===== src/rtl/wishbone_arbiter.sv =====
// Round-robin arbiter that shares one Wishbone classic master port between
// N_REQ requesters. It runs one bus cycle at a time and handles ack, err,
// rty with a bounded retry count, and a no-response timeout.
module wishbone_arbiter #(
  parameter int N_REQ     = 4,
  parameter int TIMEOUT   = 255,
  parameter int MAX_RETRY = 3
) (
  input  logic                 i_clk,
  input  logic                 i_rst_n,
  input  logic [N_REQ-1:0]     i_req,
  input  logic [N_REQ-1:0]     i_we,
  input  logic [32*N_REQ-1:0]  i_adr,
  input  logic [32*N_REQ-1:0]  i_dat,
  input  logic [4*N_REQ-1:0]   i_sel,
  output logic [N_REQ-1:0]     o_gnt,
  output logic [N_REQ-1:0]     o_done,
  output logic                 o_status_err,
  output logic [31:0]          o_rdata,
  output logic [31:0]          o_adr,
  output logic [31:0]          o_dout,
  output logic [3:0]           o_sel,
  output logic                 o_we,
  output logic                 o_cyc,
  output logic                 o_stb,
  input  logic [31:0]          i_din,
  input  logic                 i_ack,
  input  logic                 i_err,
  input  logic                 i_rty
);

  localparam int IDXW = (N_REQ > 1) ? $clog2(N_REQ) : 1;
  localparam int TOW  = $clog2(TIMEOUT + 1);
  localparam int RTW  = (MAX_RETRY < 1) ? 1 : $clog2(MAX_RETRY + 1);

  typedef enum logic [1:0] {
    IDLE    = 2'd0,
    BUS     = 2'd1,
    BACKOFF = 2'd2
  } state_t;

  state_t             r_state, w_stateNext;
  logic [N_REQ-1:0]   r_gnt, w_gntNext;
  logic [N_REQ-1:0]   r_done, w_doneNext;
  logic               r_statusErr, w_statusErrNext;
  logic [31:0]        r_rdata, w_rdataNext;
  logic [31:0]        r_adr, w_adrNext;
  logic [31:0]        r_dout, w_doutNext;
  logic [3:0]         r_sel, w_selNext;
  logic               r_we, w_weNext;
  logic               r_cyc, w_cycNext;
  logic               r_stb, w_stbNext;
  logic [IDXW-1:0]    r_lastGrant, w_lastGrantNext;
  logic [IDXW-1:0]    r_idx, w_idxNext;
  logic [RTW-1:0]     r_retry, w_retryNext;
  logic [TOW-1:0]     r_timeout, w_timeoutNext;
  logic [IDXW-1:0]    w_pick;
  logic               w_found;
  logic               w_term;
  logic               w_termErr;

  // Round-robin search: first requesting index after the last grant
  always_comb begin
    w_pick  = r_lastGrant;
    w_found = 1'b0;
    for (int k = 1; k <= N_REQ; k++) begin
      if (!w_found && i_req[IDXW'((int'(r_lastGrant) + k) % N_REQ)]) begin
        w_found = 1'b1;
        w_pick  = IDXW'((int'(r_lastGrant) + k) % N_REQ);
      end
    end
  end

  // Next-state and next-output logic for the grant/bus sequencer
  always_comb begin
    w_stateNext     = r_state;
    w_gntNext       = r_gnt;
    w_doneNext      = '0;
    w_statusErrNext = 1'b0;
    w_rdataNext     = r_rdata;
    w_adrNext       = r_adr;
    w_doutNext      = r_dout;
    w_selNext       = r_sel;
    w_weNext        = r_we;
    w_cycNext       = r_cyc;
    w_stbNext       = r_stb;
    w_lastGrantNext = r_lastGrant;
    w_idxNext       = r_idx;
    w_retryNext     = r_retry;
    w_timeoutNext   = r_timeout;
    w_term          = 1'b0;
    w_termErr       = 1'b0;

    case (r_state)
      IDLE: begin
        if (w_found) begin
          w_idxNext     = w_pick;
          w_adrNext     = i_adr[32*int'(w_pick) +: 32];
          w_doutNext    = i_dat[32*int'(w_pick) +: 32];
          w_selNext     = i_sel[4*int'(w_pick) +: 4];
          w_weNext      = i_we[w_pick];
          w_gntNext     = N_REQ'(1) << w_pick;
          w_cycNext     = 1'b1;
          w_stbNext     = 1'b1;
          w_timeoutNext = '0;
          w_stateNext   = BUS;
        end
      end
      BUS: begin
        if (i_err) begin
          w_term    = 1'b1;
          w_termErr = 1'b1;
        end else if (i_ack) begin
          w_term = 1'b1;
          if (!r_we) begin
            w_rdataNext = i_din;
          end
        end else if (i_rty) begin
          if (r_retry < RTW'(MAX_RETRY)) begin
            w_retryNext = r_retry + 1'b1;
            w_cycNext   = 1'b0;
            w_stbNext   = 1'b0;
            w_stateNext = BACKOFF;
          end else begin
            w_term    = 1'b1;
            w_termErr = 1'b1;
          end
        end else if (r_timeout == TOW'(TIMEOUT - 1)) begin
          w_term    = 1'b1;
          w_termErr = 1'b1;
        end else begin
          w_timeoutNext = r_timeout + 1'b1;
        end
      end
      BACKOFF: begin
        w_cycNext     = 1'b1;
        w_stbNext     = 1'b1;
        w_timeoutNext = '0;
        w_stateNext   = BUS;
      end
      default: begin
        w_stateNext = IDLE;
      end
    endcase

    if (w_term) begin
      w_cycNext       = 1'b0;
      w_stbNext       = 1'b0;
      w_doneNext      = r_gnt;
      w_statusErrNext = w_termErr;
      w_gntNext       = '0;
      w_lastGrantNext = r_idx;
      w_retryNext     = '0;
      w_stateNext     = IDLE;
    end
  end

  // State and output registers; reset aborts any bus cycle immediately
  always_ff @(posedge i_clk or negedge i_rst_n) begin
    if (!i_rst_n) begin
      r_state     <= IDLE;
      r_gnt       <= '0;
      r_done      <= '0;
      r_statusErr <= 1'b0;
      r_rdata     <= '0;
      r_adr       <= '0;
      r_dout      <= '0;
      r_sel       <= '0;
      r_we        <= 1'b0;
      r_cyc       <= 1'b0;
      r_stb       <= 1'b0;
      r_lastGrant <= IDXW'(N_REQ - 1);
      r_idx       <= '0;
      r_retry     <= '0;
      r_timeout   <= '0;
    end else begin
      r_state     <= w_stateNext;
      r_gnt       <= w_gntNext;
      r_done      <= w_doneNext;
      r_statusErr <= w_statusErrNext;
      r_rdata     <= w_rdataNext;
      r_adr       <= w_adrNext;
      r_dout      <= w_doutNext;
      r_sel       <= w_selNext;
      r_we        <= w_weNext;
      r_cyc       <= w_cycNext;
      r_stb       <= w_stbNext;
      r_lastGrant <= w_lastGrantNext;
      r_idx       <= w_idxNext;
      r_retry     <= w_retryNext;
      r_timeout   <= w_timeoutNext;
    end
  end

  assign o_gnt        = r_gnt;
  assign o_done       = r_done;
  assign o_status_err = r_statusErr;
  assign o_rdata      = r_rdata;
  assign o_adr        = r_adr;
  assign o_dout       = r_dout;
  assign o_sel        = r_sel;
  assign o_we         = r_we;
  assign o_cyc        = r_cyc;
  assign o_stb        = r_stb;

endmodule

===== config.mk =====
export PLATFORM = sky130hd
export DESIGN_NAME = wishbone_arbiter
export DESIGN_NICKNAME = d
export VERILOG_FILES = /design/src/rtl/wishbone_arbiter.sv
export SDC_FILE = /design/constraint.sdc
export NUM_CORES = 1
export LEC_CHECK = 0
export BUFFER_PORTS_ARGS = -buffer_cell sky130_fd_sc_hd__buf_2
export CORE_AREA = 2 2 167 169
export CTS_BUF_LIST = sky130_fd_sc_hd__clkbuf_8 sky130_fd_sc_hd__clkbuf_16
export DETAILED_ROUTE_END_ITERATION = 8
export DIE_AREA = 0 0 169 171
export GPL_ROUTABILITY_DRIVEN = 0
export PLACE_DENSITY = 0.6
export SLEW_MARGIN = 30
export SYNTH_ARGS = -nofsm -noshare
export SYNTH_HDL_FRONTEND = slang
export SYNTH_SLANG_ARGS = --single-unit

===== constraint.sdc =====
create_clock -name i_clk -period 4.21 [get_ports i_clk]
set_input_delay 0.2105 -clock i_clk [delete_from_list [all_inputs] [get_ports i_clk]]
set_output_delay 0.2105 -clock i_clk [all_outputs]
set_load 0.05 [all_outputs]

==> results.py <==
metrics = {
    "worst_setup_path": {
        "max_fo_critical_path": 77,
        "ff2ff_setup_slack_ns": 1.21,
        "endpoint_kind": "flop",
        "critical_path.startpoint": "r_lastGrant[0]",
        "setup.worst_path.class": "flop to flop",
        "crit_path_max_incr_delay_ns": 0.67,
        "reg2reg_from": "r_lastGrant[0]",
        "cp_data_arrival_time_ns": 3.27,
        "crit_required_ns": 4.48,
        "critical_path_buf_inv_count": 2,
        "crit_path_start_kind": "flop",
        "crit_path_cell_trace": "inv_2, o211a_4, nor3_4, buf_12, mux2i_1, a211oi_1",
        "reg2reg_depth": 6,
        "cpLargestDelayFamily": "simple AND/OR/NAND/NOR gates",
        "crit_cells": 6,
        "crit_slowest_cell": "nor3_4",
    },
    "floorplanning": {
        "start_util_pct": 26.1,
        "placeableCoreArea_mm2": 0.0273,
        "fp.dieW_um": 169,
        "die_footprint_mm2": 0.0289,
        "number_of_i_o_pins": 429,
        "rows": 61,
        "die_h_um": 171,
    },
    "synth": {
        "instance_count_of_the_mapped_netlist": 669,
        "synth.avg_cell_area_um2": 10.7,
        "synth-seq-area-share_pct": 44.6,
        "number_of_synthesized_register_bits": 127,
        "synth_async_reset_ratio_pct": 100,
        "net_count_of_the_mapped_netlist": 989,
        "syn_area_mm2": 0.00713,
        "yosys_warnings": 0,
        "ys.flop_type": "dfrtp_1",
        "synthDistinctLibCells": 50,
        "synth-edff-count": 0,
    },
    "sta": {
        "fin_ws_ns": 1.21,
        "fin_worst_skew_ns": 0.0111,
        "timing.max_slew.rel_slack_pct": 32.8,
        "finalCritPeriodShare_pct": 71.3,
        "timing_max_transition_violations_final": 0,
        "fin_worst_hold_slack_ns": 0.0243,
        "tns_ns": 0,
        "final-setup-viol-count": 0,
        "achievable-frequency_mhz": 333,
        "layout_min_cycle_time_ns": 3.00,
        "setup_repair_after_global_routing_missed_its_margin": "no",
        "tightestPinTransition_ns": 1.01,
        "hold_viol": 0,
    },
    "power_and_ir_drop": {
        "ir_drop_worst_case_vdd_mv": 0.357,
        "power_frac_seq_pct": 24.2,
        "power_switching_mw": 4.55,
        "power.internal_mw": 4.11,
        "total_power_consumption_of_the_routed_design_mw": 8.66,
        "share_comb_of_total_power_pct": 57.7,
        "p_sw_share_pct": 52.6,
        "p_leak_nw": 4.85,
        "power-per-cell-area_mw_per_mm2": 835,
        "power.share.clock_pct": 18.2,
    },
    "clocking": {
        "insertion_delay_ns": 0.41,
        "root_buffer": "clkbuf_16",
        "ctsResizeCount": 0,
        "tritoncts": "done",
        "clkTransAtPathRegs_ns": 0.07,
        "numCtsBuffers": 17,
        "max-clock-path-buffers": 2,
        "clkSinkCount": 127,
        "cts-htree-levels": 4,
    },
    "drt": {
        "vias": 7116,
        "drt_drc_violations_left": 0,
        "antenna_violating_nets_post_route": 0,
        "detail_route.iter0.violations": 402,
        "viasPerCell": 4.93,
        "finalWirelength_um": 27200,
        "drt-wirelength-per-cell_um": 18.9,
        "detail_route.first_pass.iterations": 4,
    },
    "placed_design": {
        "instance_area_after_placement_mm2": 0.00955,
        "hpwlAfterDp_um": 19000,
        "port_buffers": 428,
        "dp_slack_ns": 1.20,
        "place.detailed.instances": 1389,
    },
    "flow_run": {
        "max_cap_violations": 0,
    },
    "global_route": {
        "initial_antenna_violation_count": 0,
        "grt_pass1_wl_um": 40400,
        "grt_max_degree": 98,
        "number_of_global_route_vias_before_repair": 7127,
        "grt_overflow_total": 0,
        "global_routing_usage_summed_across_all_routing_layers_pct": 18.1,
    },
    "final_layout": {
        "final_core_utilization_pct": 37.9,
        "final_design_area_no_fill_mm2": 0.0104,
        "synthToLayoutAreaGrowth_pct": 45.4,
        "finish.cell_count_without_fillers": 1442,
        "fin_nets": 1402,
        "drive_gt1_share_pct": 46.0,
    },
    "hold_path": {
        "min-delay-start": "i_din[14]",
        "timing.hold.worst_path_depth": 2,
        "hold_path_class": "primary input to flop",
    },
    "run_status": {
        "run_status": "complete, no violations",
    },
}
## sequential cells by signal, summed over array words and instances (netlist names), 2 cells and up
signal / cells
o_dout: 32
o_done: 4
r_lastGrant: 2
o_rdata: 32
o_gnt: 4
r_idx: 2
r_timeout: 8
o_adr: 32
r_state: 2
r_retry: 2
o_sel: 4
## cells in the mapped netlist, types with 3 or more instances
master | count | area share (%)
a211oi_2 | 10 | 1.8
a21oi_1 | 3 | 0.21
ha_1 | 3 | 0.53
xor2_1 | 5 | 0.61
o31a_1 | 69 | 8.5
nand3_1 | 5 | 0.35
nor3_1 | 3 | 0.21
clkbuf_1 | 41 | 2.2
mux2_2 | 9 | 1.4
mux2_1 | 26 | 4.1
and3_1 | 4 | 0.35
a211oi_1 | 127 | 13
dfrtp_1 | 125 | 44
nor2_1 | 77 | 4.1
buf_4 | 13 | 1.4
buf_2 | 10 | 0.70
and2_1 | 8 | 0.70
nand2_1 | 14 | 0.74
nand2b_1 | 5 | 0.44
nand4_1 | 4 | 0.35
mux2i_1 | 69 | 9.7
inv_1 | 3 | 0.16
## power groups by stage
| stage | clock [mW] | sequential (mW) | combinational (mW) |
|---|---|---|---|
| global route | 1.68 | 2.16 | 5.28 |
| finish | 1.57 | 2.09 | 4.99 |
| global placement | 0 | 2.10 | 4.94 |
| CTS | 1.63 | 2.09 | 5.00 |
| detailed placement | 0 | 2.11 | 4.99 |
| floorplan | 0 | 3.87 | 1.93 |
## cell usage in the layout (no fill, tap or decap), drive strengths merged, types with 2 or more instances in the layout
master,instances
buf,440
a211oi,137
dfrtp,125
nor2,79
o31a,69
mux2i,69
mux2,35
dlygate4sd3,20
clkbuf,19
nand2,14
inv,12
and2,8
nand2b,5
nand3,5
xor2,5
nor3,5
and3,4
nand4,4
a21oi,4
o21ai,4
ha,3
nor2b,2
o21a,2
clkinvlp,2
bufinv,2
clkinv,2
dfstp,2
nor4,2
## what timing repair did
item	in CTS	in global routing
setup buffers	0	0
endpoints found under the hold margin	113	0
hold buffers	20	0
## routing by layer
metal	part of all wire, %	track usage, %	vias to the layer above	routed length [um]
met4	2.0	5.69	0	551
met1	44	23.5	3390	11900
met3	5.7	3.84	38	1540
met5	0	0	-	0
li1	-	-	3377	-
met2	49	30.3	311	13200
## worst paths after layout
kind	to
min	o_rdata[14]
min in group asynchronous	o_rdata[3]
max	o_adr[18]
max reg2reg	o_adr[18]
min reg2reg	r_idx[1]
max in group asynchronous	o_adr[10]
## final cells by class
type	count	area (um^2)
Fill cell	2716	17000
Clock inverter	14	170
Sequential cell	127	3180
Timing Repair Buffer	461	2470
Clock buffer	18	439
Antenna cell	1	2.50
Tap cell	346	433
Inverter	4	15.0
Multi-Input combinational cell	471	3650
## logic make-up after synthesis
group                      count (synthesis)  synth area share, %
AOI/OAI and AO/OA                        224                 25.4
muxes                                    104                 15.2
DFF                                      127                 44.6
adders and majority gates                  3                0.527
and+or+nand+nor                          135                 8.83
buffers and inverters                     71                 4.81
xor gates and xnor gates                   5                0.614
(Power assumes the default switching activity.)
